## config.mk

```make
export PLATFORM = sky130hd
export DESIGN_NAME = count_controller
export DESIGN_NICKNAME = d
export VERILOG_FILES = /design/src/rtl/count_controller.sv
export SDC_FILE = /design/constraint.sdc
export NUM_CORES = 1
export LEC_CHECK = 0
export ABC_AREA = 1
export CORE_MARGIN = 5
export CORE_UTILIZATION = 57
export DETAILED_ROUTE_END_ITERATION = 8
export DONT_BUFFER_PORTS = 1
export PLACE_DENSITY = 0.8
export SYNTH_ARGS = -nofsm -noshare
export SYNTH_HDL_FRONTEND = slang
export SYNTH_SLANG_ARGS = --single-unit
```

## constraint.sdc

```tcl
create_clock -name clock -period 1.9 [get_ports clock]
set_clock_uncertainty 0.2 [all_clocks]
set_input_delay 0.285 -clock clock [delete_from_list [all_inputs] [get_ports clock]]
set_output_delay 0.285 -clock clock [all_outputs]
set_load 0.05 [all_outputs]
```

## src/rtl/count_controller.sv

```systemverilog
// Sequencer for the 8-bit lab counter: prescaled ticks, start/stop/pause control,
// and a programmable terminal count that either halts or reloads.
module count_controller #(
  parameter int unsigned PRESCALE_W = 16
) (
  input  logic                  clock,
  input  logic                  resetn,
  input  logic                  start,
  input  logic                  stop,
  input  logic                  pause,
  input  logic                  auto_reload,
  input  logic [PRESCALE_W-1:0] prescale,
  input  logic [7:0]            terminal,
  output logic                  enable,
  output logic [7:0]            counter_value,
  output logic                  busy,
  output logic                  done
);

  typedef enum logic [1:0] {
    IDLE   = 2'd0,
    RUN    = 2'd1,
    PAUSED = 2'd2
  } state_t;

  state_t                state_q, state_d;
  logic [PRESCALE_W-1:0] pre_q, pre_d;
  logic [PRESCALE_W-1:0] p_q, p_d;
  logic [7:0]            t_q, t_d;
  logic                  ar_q, ar_d;
  logic [7:0]            count_d;
  logic                  done_d;
  logic                  tick_c;
  logic [7:0]            count_inc;

  // State and datapath registers
  always_ff @(posedge clock or negedge resetn) begin
    if (!resetn) begin
      state_q       <= IDLE;
      pre_q         <= '0;
      p_q           <= '0;
      t_q           <= '0;
      ar_q          <= 1'b0;
      counter_value <= '0;
      done          <= 1'b0;
    end else begin
      state_q       <= state_d;
      pre_q         <= pre_d;
      p_q           <= p_d;
      t_q           <= t_d;
      ar_q          <= ar_d;
      counter_value <= count_d;
      done          <= done_d;
    end
  end

  assign count_inc = counter_value + 8'd1;
  assign tick_c    = (state_q == RUN) && (pre_q == p_q) && !pause && !stop && !start;
  assign enable    = tick_c;
  assign busy      = (state_q != IDLE);

  // Command decode: stop beats start beats pause
  always_comb begin
    state_d = state_q;
    pre_d   = pre_q;
    p_d     = p_q;
    t_d     = t_q;
    ar_d    = ar_q;
    count_d = counter_value;
    done_d  = 1'b0;

    if (stop) begin
      state_d = IDLE;
      pre_d   = '0;
    end else if (start) begin
      state_d = RUN;
      pre_d   = '0;
      count_d = '0;
      p_d     = prescale;
      t_d     = terminal;
      ar_d    = auto_reload;
    end else begin
      case (state_q)
        RUN: begin
          if (pause) begin
            state_d = PAUSED;
          end else if (pre_q == p_q) begin
            pre_d = '0;
            if (count_inc == t_q) begin
              done_d = 1'b1;
              if (ar_q) begin
                count_d = '0;
              end else begin
                count_d = t_q;
                state_d = IDLE;
              end
            end else begin
              count_d = count_inc;
            end
          end else begin
            pre_d = pre_q + PRESCALE_W'(1);
          end
        end
        PAUSED: begin
          if (!pause) state_d = RUN;
        end
        default: state_d = state_q;
      endcase
    end
  end

endmodule

```

-- Yosys cells after proc, flatten, opt, wreduce, memory -nomap -nowiden
Cells that the tools add are included.
- output and inout port bits: 11
- register bits: 52
- logic and storage cells: 61
- reductions and logical operators: 16
- $add $sub $neg: 2
- bitwise gates (word level): 1
- multiplexer cells: 25
- equality and inequality tests: 10
- operators by type and width (operator ; number):
    16-bit 2-to-1 mux ; 5
    8-bit 2-to-1 mux ; 6
    16-bit by 1-bit adder with 16-bit output (second input constant) ; 1
    16-bit == test ; 1
    2-bit 2-to-1 mux ; 7
    5-bit by 4-bit != test with 1-bit output (second input constant) ; 2
    8-bit by 1-bit adder with 8-bit output (second input constant) ; 1
    8-bit == test ; 1
    1-bit 2-to-1 mux ; 6
    2-bit nonzero test ; 3
    5-bit != test (second input constant) ; 1
    5-bit AND reduction ; 1
    1-bit logical AND ; 4
    4-bit != test (second input constant) ; 1
    2-bit one-hot mux with 2 select lines ; 1
    2-bit AND reduction ; 2
    4-bit AND reduction ; 1
    4-bit nonzero test ; 1
    1-bit zero test ; 3
    3-bit != test (second input constant) ; 1
    3-bit nonzero test ; 1
    2-bit by 1-bit == test with 1-bit output (second input constant) ; 1
    2-bit == test (second input constant) ; 1
    2-bit != test (second input constant) ; 1
    1-bit inverter ; 1

-- Logic depth before layout (Yosys ltp)
Gate-level depths: netlist of the first run.
- depth in word-level cells: 8
- mapped depth: 14
- gate-level depth less buffers: 14

-- Least setup slack after synthesis of the first run
Ideal clock, no wire load.
- path type: register to register
- start: register counter_value[1]
- end: register state_q[0]
- cell stages (with the launch flop): 13
- library setup time: 0.118 ns
- data required time: 1.582 ns
- clock period less this slack: 2.263 ns
- arrival: 1.946 ns
- buffers on the path: 0
- slack: -0.363 ns
- path through: dfrtp_1 -> ha_1 -> nand2_1 -> nor2_4 -> nand3_1 -> nand3_1 -> nand3_1 -> nor2_2 -> nand2_4 -> clkinv_4 -> nand2_2 -> nand3_1 -> nand2_1
- longest elaborated chain between the ends: 4
- RTL lines (item ; RTL line ; source):
    from (decl) ; 15 ; output logic [7:0] counter_value,
    from (signal assigned) ; 52 ; counter_value <= count_d;
    8-bit by 1-bit adder with 8-bit output ; 57 ; assign count_inc = counter_value + 8'd1;
    8-bit == test ; 89 ; if (count_inc == t_q) begin
    5-bit by 4-bit != test with 1-bit output (no line) ; - ;
    5-bit AND reduction (no line) ; - ;
    to (signal assigned) ; 47 ; state_q <= state_d;
    to (decl) ; 26 ; state_t state_q, state_d;
No other way between the ends.
A chain may end at the register's enable or synchronous reset.

-- Worst setup path after layout of the first run
- start: register pre_q[5]
- end: output enable
- longest elaborated chain between the ends: 5
- RTL lines (item ; RTL line ; source):
    from (decl) ; 27 ; logic [PRESCALE_W-1:0] pre_q, pre_d;
    from (signal assigned) ; 48 ; pre_q <= pre_d;
    16-bit == test ; 58 ; assign tick_c = (state_q == RUN) && (pre_q == p_q) && !pause && !stop && !start;
    1-bit logical AND (4 in series) ; 58 ;
    to (decl) ; 14 ; output logic enable,
No other way between the ends.

==> results of run 1 <==
==> through the flow <==
| step | worst slack [ns] | utilization (%) | cells | cell area [um2] | power [mW] |
|---|---|---|---|---|---|
| floorplan | -0.09683 | - | 432 | 3074 | 1.461 |
| global placement | 0.02320 | 67.49 | 536 | 3447 | 1.526 |
| detailed placement | -0.06883 | 67.49 | 536 | 3447 | 1.541 |
| CTS | -0.1606 | 80.13 | 585 | 4093 | 2.473 |
| global route | -0.4443 | 86.70 | 597 | 4428 | 2.686 |
| finish | -0.3830 | 86.70 | 597 | 4428 | 2.588 |
==> repair_timing <==
item	CTS	global route
cloned	2	1
hold buffers	27	0
pin swaps	22	41
resized for setup	37	76
buffers inserted	12	13
setup endpoints to repair	11	29
hold endpoints to repair	77	0
==> worst reg2reg max path, delay by kind of cell, from the launching register on <==
family	cells	cell delay [ns]
AND/OR/NAND/NOR	10	1.09
buffers and inverters	4	0.47
flip-flops	1	0.40
==> power breakdown <==
part	internal (mW)	switching (mW)	leakage (nW)
registers	1.18	0.0678	0.639
clock network	0.465	0.394	0.0645
logic	0.192	0.290	1.50
total	1.84	0.752	2.20
==> cell families after synthesis <==
logic type                 synth area share [%]
xor gates and xnor gates                  3.195
and+or+nand+nor                           34.85
muxes                                     1.120
DFF                                       43.15
buffers and inverters                     8.962
adders and majority gates                 2.075
AOI/OAI and AO/OA                         6.639
==> cells in the final DEF, fill, tap and decap left out, types with 10 or more instances in the layout <==
| cell | instances |
|---|---|
| inv_1 | 45 |
| nor2_1 | 42 |
| nand2_2 | 27 |
| nand3_1 | 13 |
| nand2_4 | 11 |
| dfrtp_1 | 45 |
| xor2_1 | 10 |
| dlygate4sd3_1 | 26 |
| buf_4 | 59 |
| nand2_1 | 115 |
| nand3_2 | 17 |
| inv_2 | 15 |
| a21oi_1 | 23 |
==> cell type report <==
cell class | instances | area share, %
multi-input cells | 311 | 41.25
repair buffers | 92 | 18.42
clock inverters | 1 | 0.6782
clock buffers | 7 | 2.176
inverters | 63 | 5.708
repair inverters | 1 | 0.1978
flip-flops and latches | 52 | 29.58
well taps | 70 | 1.978
==> worst max path at each step <==
stage / slack (ns) / end / cells past startpoint / from
after floorplan: -0.1 / counter_value[0] / 12 / counter_value[1]
after global placement: 0.02 / counter_value[1] / 11 / counter_value[0]
after detailed placement: -0.07 / state_q[1] / 13 / counter_value[1]
after CTS: -0.16 / enable / 9 / p_q[13]
after global routing: -0.44 / enable / 9 / pre_q[5]
final: -0.38 / enable / 9 / pre_q[5]
==> layer usage <==
layer	track usage, %	vias to the layer above	share of wire [%]
met5	0	-	0
met4	9.804	0	4.6
met3	5.098	68	9.8
met2	45.83	261	48
met1	33.73	1585	38
li1	-	1529	-
==> flip-flops by register name, indices dropped and copies added (netlist names) <==
register	cells
p_q	16
pre_q	16
counter_value	8
t_q	8
state_q	2
ar_q	1
done	1
==> impl_metrics.sql, run 1 <==
INSERT INTO impl_metrics (metric_group, metric, value, unit) VALUES
('floorplan', 'std_cell_rows', '26', ''),
('floorplan', 'die_w', '82.74', 'um'),
('power', 'ir_drop', '0.5809', 'mV'),
('critical_path', 'worstSetupEndpointType', 'primary output', ''),
('power', 'leakage', '2.205', 'nW'),
('critical_path', 'rrSetupSlack', '-0.31', 'ns'),
('critical_path', 'timing.critical_path.buf_inv', '2', ''),
('finish', 'final_net_count', '561', ''),
('routing', 'post_route_drc', '0', ''),
('routing', 'postRouteWirelength', '11040', 'um'),
('clocking', 'cts.sink_count', '52', ''),
('clocking', 'worst_skew_pair.late_latency', '0.33', 'ns'),
('sta', 'max_freq', '0.4380', 'GHz'),
('critical_path', 'critPathSlowestCell', 'dfrtp_1', ''),
('clocking', 'buffer_type_at_the_clock_tree_root', 'clkbuf_8', ''),
('sta', 'unrepaired_setup_endpoints_after_global_routing', 'true', ''),
('sta', 'final_hold_viol_count', '1', ''),
('logic_synthesis', 'async_flop_share', '100.0', '%'),
('finish', 'sequential_cell_area_in_the_final_layout', '1310', 'um2'),
('logic_synthesis', 'leading_cell_types_by_total_area_after_synthesis', 'dfrtp_1, nand2_1, inv_1', ''),
('routing', 'route.antenna.remaining_nets', '0', ''),
('sta', 'min_period_over_period', '120.2', '%'),
('hold_path', 'worst_hold_path.num_cells', '2', ''),
('routing', 'drt-vias-per-instance', '5.767', ''),
('placement', 'io_buffers', '0', ''),
('clocking', 'clkTransAtPathRegs', '0.09', 'ns'),
('sta', 'postLayoutSetupSlackWorst', '-0.3830', 'ns'),
('logic_synthesis', 'synth.cells.most_frequent', 'nand2_1, inv_1, dfrtp_1, nor2_1, nand3_1', ''),
('logic_synthesis', 'post_synth_inst_count', '432', ''),
('routing', 'detail_route.wl_per_cell', '18.49', 'um'),
('clocking', 'tritoncts_clock_tree', 'yes', ''),
('logic_synthesis', 'netlist.area_leader.share', '43.15', '%'),
('routing', 'initialDrtViolationCount', '388', ''),
('sta', 'worstMarginPinSlew', '0.7606', 'ns'),
('logic_synthesis', 'synth_warnings', '0', ''),
('sta', 'setup_tns_after_final_layout', '-4.133', 'ns'),
('logic_synthesis', 'synth.distinct_cells', '29', ''),
('sta', 'setup_viol', '28', ''),
('floorplan', 'num_io_pins', '41', ''),
('finish', 'fillCellCount', '239', ''),
('grt', 'grt_pass1_wl', '14000', 'um'),
('critical_path', 'worstReg2RegEnd', 'state_q[1]', ''),
('finish', 'area_taken_by_multi_input_logic_gates', '1827', 'um2'),
('sta', 'max-slew-margin-rel', '49.10', '%'),
('status', 'failing_checks', 'negative hold slack, negative setup slack', ''),
('logic_synthesis', 'netlist_area', '3015', 'um2'),
('critical_path', 'path_common_cell', 'nand2_1', ''),
('grt', 'antenna_found_initial', '0', ''),
('critical_path', 'critical_path_peak_fanout', '3', ''),
('finish', 'antenna-diode-count', '0', ''),
('finish', 'layout-drive-gt1-share', '34.72', '%'),
('sta', 'hold_slack', '-0.005265', 'ns'),
('floorplan', 'starting_utilization_of_the_core_area', '59.04', '%'),
('placement', 'routabilityCongestion', '0.8779', ''),
('critical_path', 'cp_slowest_stage_delay', '0.40', 'ns'),
('grt', 'grt_start_max_net_pins', '53', ''),
('grt', 'first_global_vias', '3118', ''),
('sta', 'post-route-min-period', '2.283', 'ns'),
('sta', 'slew_viol_final', '0', ''),
('logic_synthesis', 'number_of_enable_flip_flop_cells_after_synthesis', '0', ''),
('critical_path', 'critPathLaunchType', 'flop', ''),
('grt', 'grt_residual_overflow', '0', ''),
('placement', 'post-dp-hpwl', '5276', 'um'),
('logic_synthesis', 'synth_sequential_area_ratio', '43.15', '%'),
('clocking', 'htree_levels', '2', ''),
('status', 'outcome', 'finished with violations', ''),
('critical_path', 'rr_worst_depth', '14', ''),
('power', 'power.density', '584.5', 'nW/um2'),
('critical_path', 'critical_path_required', '1.41', 'ns'),
('hold_path', 'min-delay-start', 'prescale[13]', ''),
('critical_path', 'worstPathCellList', 'inv_2 > nand2_1 > nand2_1 > nor2_1 > nand2_1 > nor2_2 > nand2_2 > nor2_4 > buf_12', '');
(Power assumes the default switching activity.)
==> run 2: changes to the inputs <==
--- a/config.mk
+++ b/config.mk
@@ -7,10 +7,10 @@
 export LEC_CHECK = 0
 export ABC_AREA = 1
 export CORE_MARGIN = 5
-export CORE_UTILIZATION = 57
+export CORE_UTILIZATION = 30
 export DETAILED_ROUTE_END_ITERATION = 8
 export DONT_BUFFER_PORTS = 1
-export PLACE_DENSITY = 0.8
+export PLACE_DENSITY = 0.5
 export SYNTH_ARGS = -nofsm -noshare
 export SYNTH_HDL_FRONTEND = slang
 export SYNTH_SLANG_ARGS = --single-unit
==> run 2 against run 1 <==
  * Count of clock-buffer cells in the layout is 2 lower
  * Die area is 78% higher
  * Sequential power hardly changed
  * Worst hold slack better by 0.066 ns
  * Worst setup slack better by 0.13 ns
  * Clock power is 25% lower
  * The run ends with negative setup slack left
  * Register-to-register slack better by 0.17 ns
  * Core utilization is 42 points lower
  * Combinational power is 8.7% lower
  * Global-route usage is 12 points lower
  * Largest power group unchanged
  * Non-clock buffer count is 10 higher
==> impl_metrics.sql, run 2 (synthesized netlist as in run 1, its figures left out) <==
INSERT INTO impl_metrics (metric_group, metric, value, unit) VALUES
('power', 'power.net_switching', '0.6873', 'mW'),
('placement', 'routabilityCongestion', '0.7976', ''),
('grt', 'first_global_vias', '2951', ''),
('placement', 'post-dp-hpwl', '5579', 'um'),
('finish', 'fillCellCount', '994', ''),
('power', 'net_sw_share', '29.66', '%'),
('clocking', 'tritoncts_clock_tree', 'yes', ''),
('routing', 'vias', '2975', ''),
('sta', 'min_period_over_period', '113.4', '%'),
('routing', 'initialDrtViolationCount', '193', ''),
('power', 'power.density', '526.4', 'nW/um2'),
('critical_path', 'critical_path_class', 'flop to primary output', ''),
('finish', 'area_delta_synth_final', '45.98', '%'),
('grt', 'grt_residual_overflow', '0', ''),
('finish', 'area_taken_by_multi_input_logic_gates', '1670', 'um2'),
('clocking', 'clkTransAtPathRegs', '0.09', 'ns'),
('finish', 'final_net_count', '571', ''),
('placement', 'io_buffers', '0', ''),
('critical_path', 'rrSetupSlack', '-0.14', 'ns'),
('hold_path', 'worst_hold_path.num_cells', '4', ''),
('power', 'sequential_fraction_of_design_power', '53.0', '%'),
('critical_path', 'critical_path_peak_fanout', '5', ''),
('hold_path', 'holdPathEnd', 'state_q[0]', ''),
('grt', 'grt_start_max_net_pins', '53', ''),
('floorplan', 'die-area', '12160', 'um2'),
('floorplan', 'starting_utilization_of_the_core_area', '30.85', '%'),
('finish', 'layout_common_cells', 'nand2_1, buf_4, inv_1', ''),
('power', 'power.combinational.fraction', '19.0', '%'),
('critical_path', 'r2r_start', 'counter_value[1]', ''),
('clocking', 'worst_skew_pair.late_latency', '0.31', 'ns'),
('sta', 'final_hold_viol_count', '0', ''),
('hold_path', 'timing.hold.worst.class', 'primary input to flop', ''),
('status', 'failing_checks', 'negative setup slack', ''),
('sta', 'max-slew-margin-rel', '65.02', '%'),
('critical_path', 'crit_arrival', '1.67', 'ns'),
('placement', 'preCtsSetupSlack', '-0.1029', 'ns'),
('routing', 'post_route_drc', '0', ''),
('critical_path', 'critical_path_required', '1.41', 'ns'),
('clocking', 'htree_levels', '2', ''),
('critical_path', 'worstSetupEndpointType', 'primary output', ''),
('power', 'clkPwrFrac', '27.9', '%'),
('floorplan', 'core', '9774', 'um2'),
('clocking', 'cts_buffer_count', '5', ''),
('sta', 'worstMarginPinSlew', '0.5228', 'ns'),
('sta', 'slew_viol_final', '0', ''),
('hold_path', 'min-delay-start', 'start', ''),
('sta', 'unrepaired_setup_endpoints_after_global_routing', 'true', ''),
('finish', 'layout.cells.most_common', 'nand2_1', ''),
('finish', 'layout.cell_area.non_filler', '4402', 'um2'),
('job', 'cap_viol_max_count', '0', ''),
('placement', 'dpl_cell_area', '3686', 'um2'),
('routing', 'detail_route.wl_per_cell', '12.25', 'um'),
('sta', 'postLayoutSetupSlackWorst', '-0.2539', 'ns'),
('grt', 'grt_pass1_wl', '13900', 'um'),
('critical_path', 'worstReg2RegEnd', 'counter_value[0]', ''),
('floorplan', 'num_io_pins', '41', ''),
('finish', 'layout.core_utilization', '45.03', '%'),
('floorplan', 'die_w', '110.3', 'um'),
('floorplan', 'std_cell_rows', '36', ''),
('grt', 'groute.usage.overall', '14.64', '%'),
('finish', 'largest_registers', 'p_q x16, pre_q x16', ''),
('finish', 'antenna-diode-count', '0', ''),
('routing', 'route.antenna.remaining_nets', '0', ''),
('finish', 'layout-drive-gt1-share', '27.75', '%'),
('power', 'p_int', '1.630', 'mW'),
('routing', 'drt-vias-per-instance', '4.440', ''),
('status', 'outcome', 'finished with violations', ''),
('power', 'ir_drop', '0.3572', 'mV'),
('sta', 'post-route-min-period', '2.154', 'ns'),
('power', 'leakage', '2.153', 'nW'),
('clocking', 'cts.path.max_buffers', '2', ''),
('clocking', 'cts.sink_count', '52', ''),
('floorplan', 'die-height', '110.3', 'um'),
('sta', 'max_freq', '0.4643', 'GHz'),
('routing', 'drt-pass1-iter-count', '4', ''),
('grt', 'antenna_found_initial', '0', ''),
('critical_path', 'critPathLaunchType', 'flop', ''),
('clocking', 'buffer_type_at_the_clock_tree_root', 'clkbuf_8', ''),
('finish', 'sequential_cell_area_in_the_final_layout', '1309', 'um2'),
('routing', 'postRouteWirelength', '8208', 'um'),
('sta', 'setup_viol', '12', ''),
('critical_path', 'rr_worst_depth', '13', '');
==> run 2: worst max-delay path by stage <==
stage / start / end / cells after the start
after CTS: pre_q[8] / enable / 10
after global placement: counter_value[1] / counter_value[2] / 11
after global routing: state_q[1] / enable / 7
final: state_q[1] / enable / 7
after floorplan: counter_value[1] / counter_value[0] / 12
after detailed placement: counter_value[1] / counter_value[4] / 13
==> run 2: layout make-up <==
cell class                 instances  area share, %
multi-input combinational        311          37.95
sequential                        52          29.73
timing repair buffer             102          20.49
inverter                          63          5.799
tap                              133          3.781
clock buffer                       5          1.563
clock inverter                     3         0.4264
timing repair inverter             1         0.2558
==> run 2: per-layer routing <==
| layer | wire length, um | GRT usage (%) | up-vias |
|---|---|---|---|
| met5 | 0 | 0 | - |
| met4 | 138 | 4.837 | 0 |
| met3 | 262 | 2.679 | 10 |
| met2 | 3808 | 23.35 | 46 |
| met1 | 3999 | 20.06 | 1375 |
| li1 | - | - | 1544 |
==> run 2: timing repair <==
item / CTS / global route
gates resized for setup: 24 / 38
buffers inserted: 8 / 3
pin swaps: 20 / 15
gates cloned: 3 / 1
endpoints found under the hold margin: 78 / 0
hold buffers: 28 / 0
setup endpoints to repair: 14 / 24
==> run 2: power groups by stage <==
stage | combinational (mW) | sequential [mW] | clock, mW
final | 0.441 | 1.23 | 0.647
after global routing | 0.499 | 1.24 | 0.728
after CTS | 0.413 | 1.23 | 0.689
after detailed placement | 0.320 | 1.25 | 0
after global placement | 0.316 | 1.25 | 0
after floorplan | 0.224 | 1.24 | 0
==> run 2: per-stage QoR <==
step / TNS [ns] / hold slack [ns] / cells / power, mW
detailed placement: -0.8535 / -0.2086 / 620 / 1.567
finish: -1.534 / 0.06087 / 670 / 2.317
global placement: -0.3381 / -0.2086 / 620 / 1.561
CTS: -1.245 / 0.03841 / 667 / 2.329
global route: -3.084 / 0.05569 / 670 / 2.467
floorplan: -0.9521 / -0.2106 / 432 / 1.461
==> run 2: critical path, stage by stage (launching register included) <==
cell     delay [ns]
dfrtp_1        0.40
inv_2          0.10
ha_4           0.15
nand2_4        0.07
nor2_1         0.19
inv_1          0.13
nor2_4         0.15
buf_12         0.16
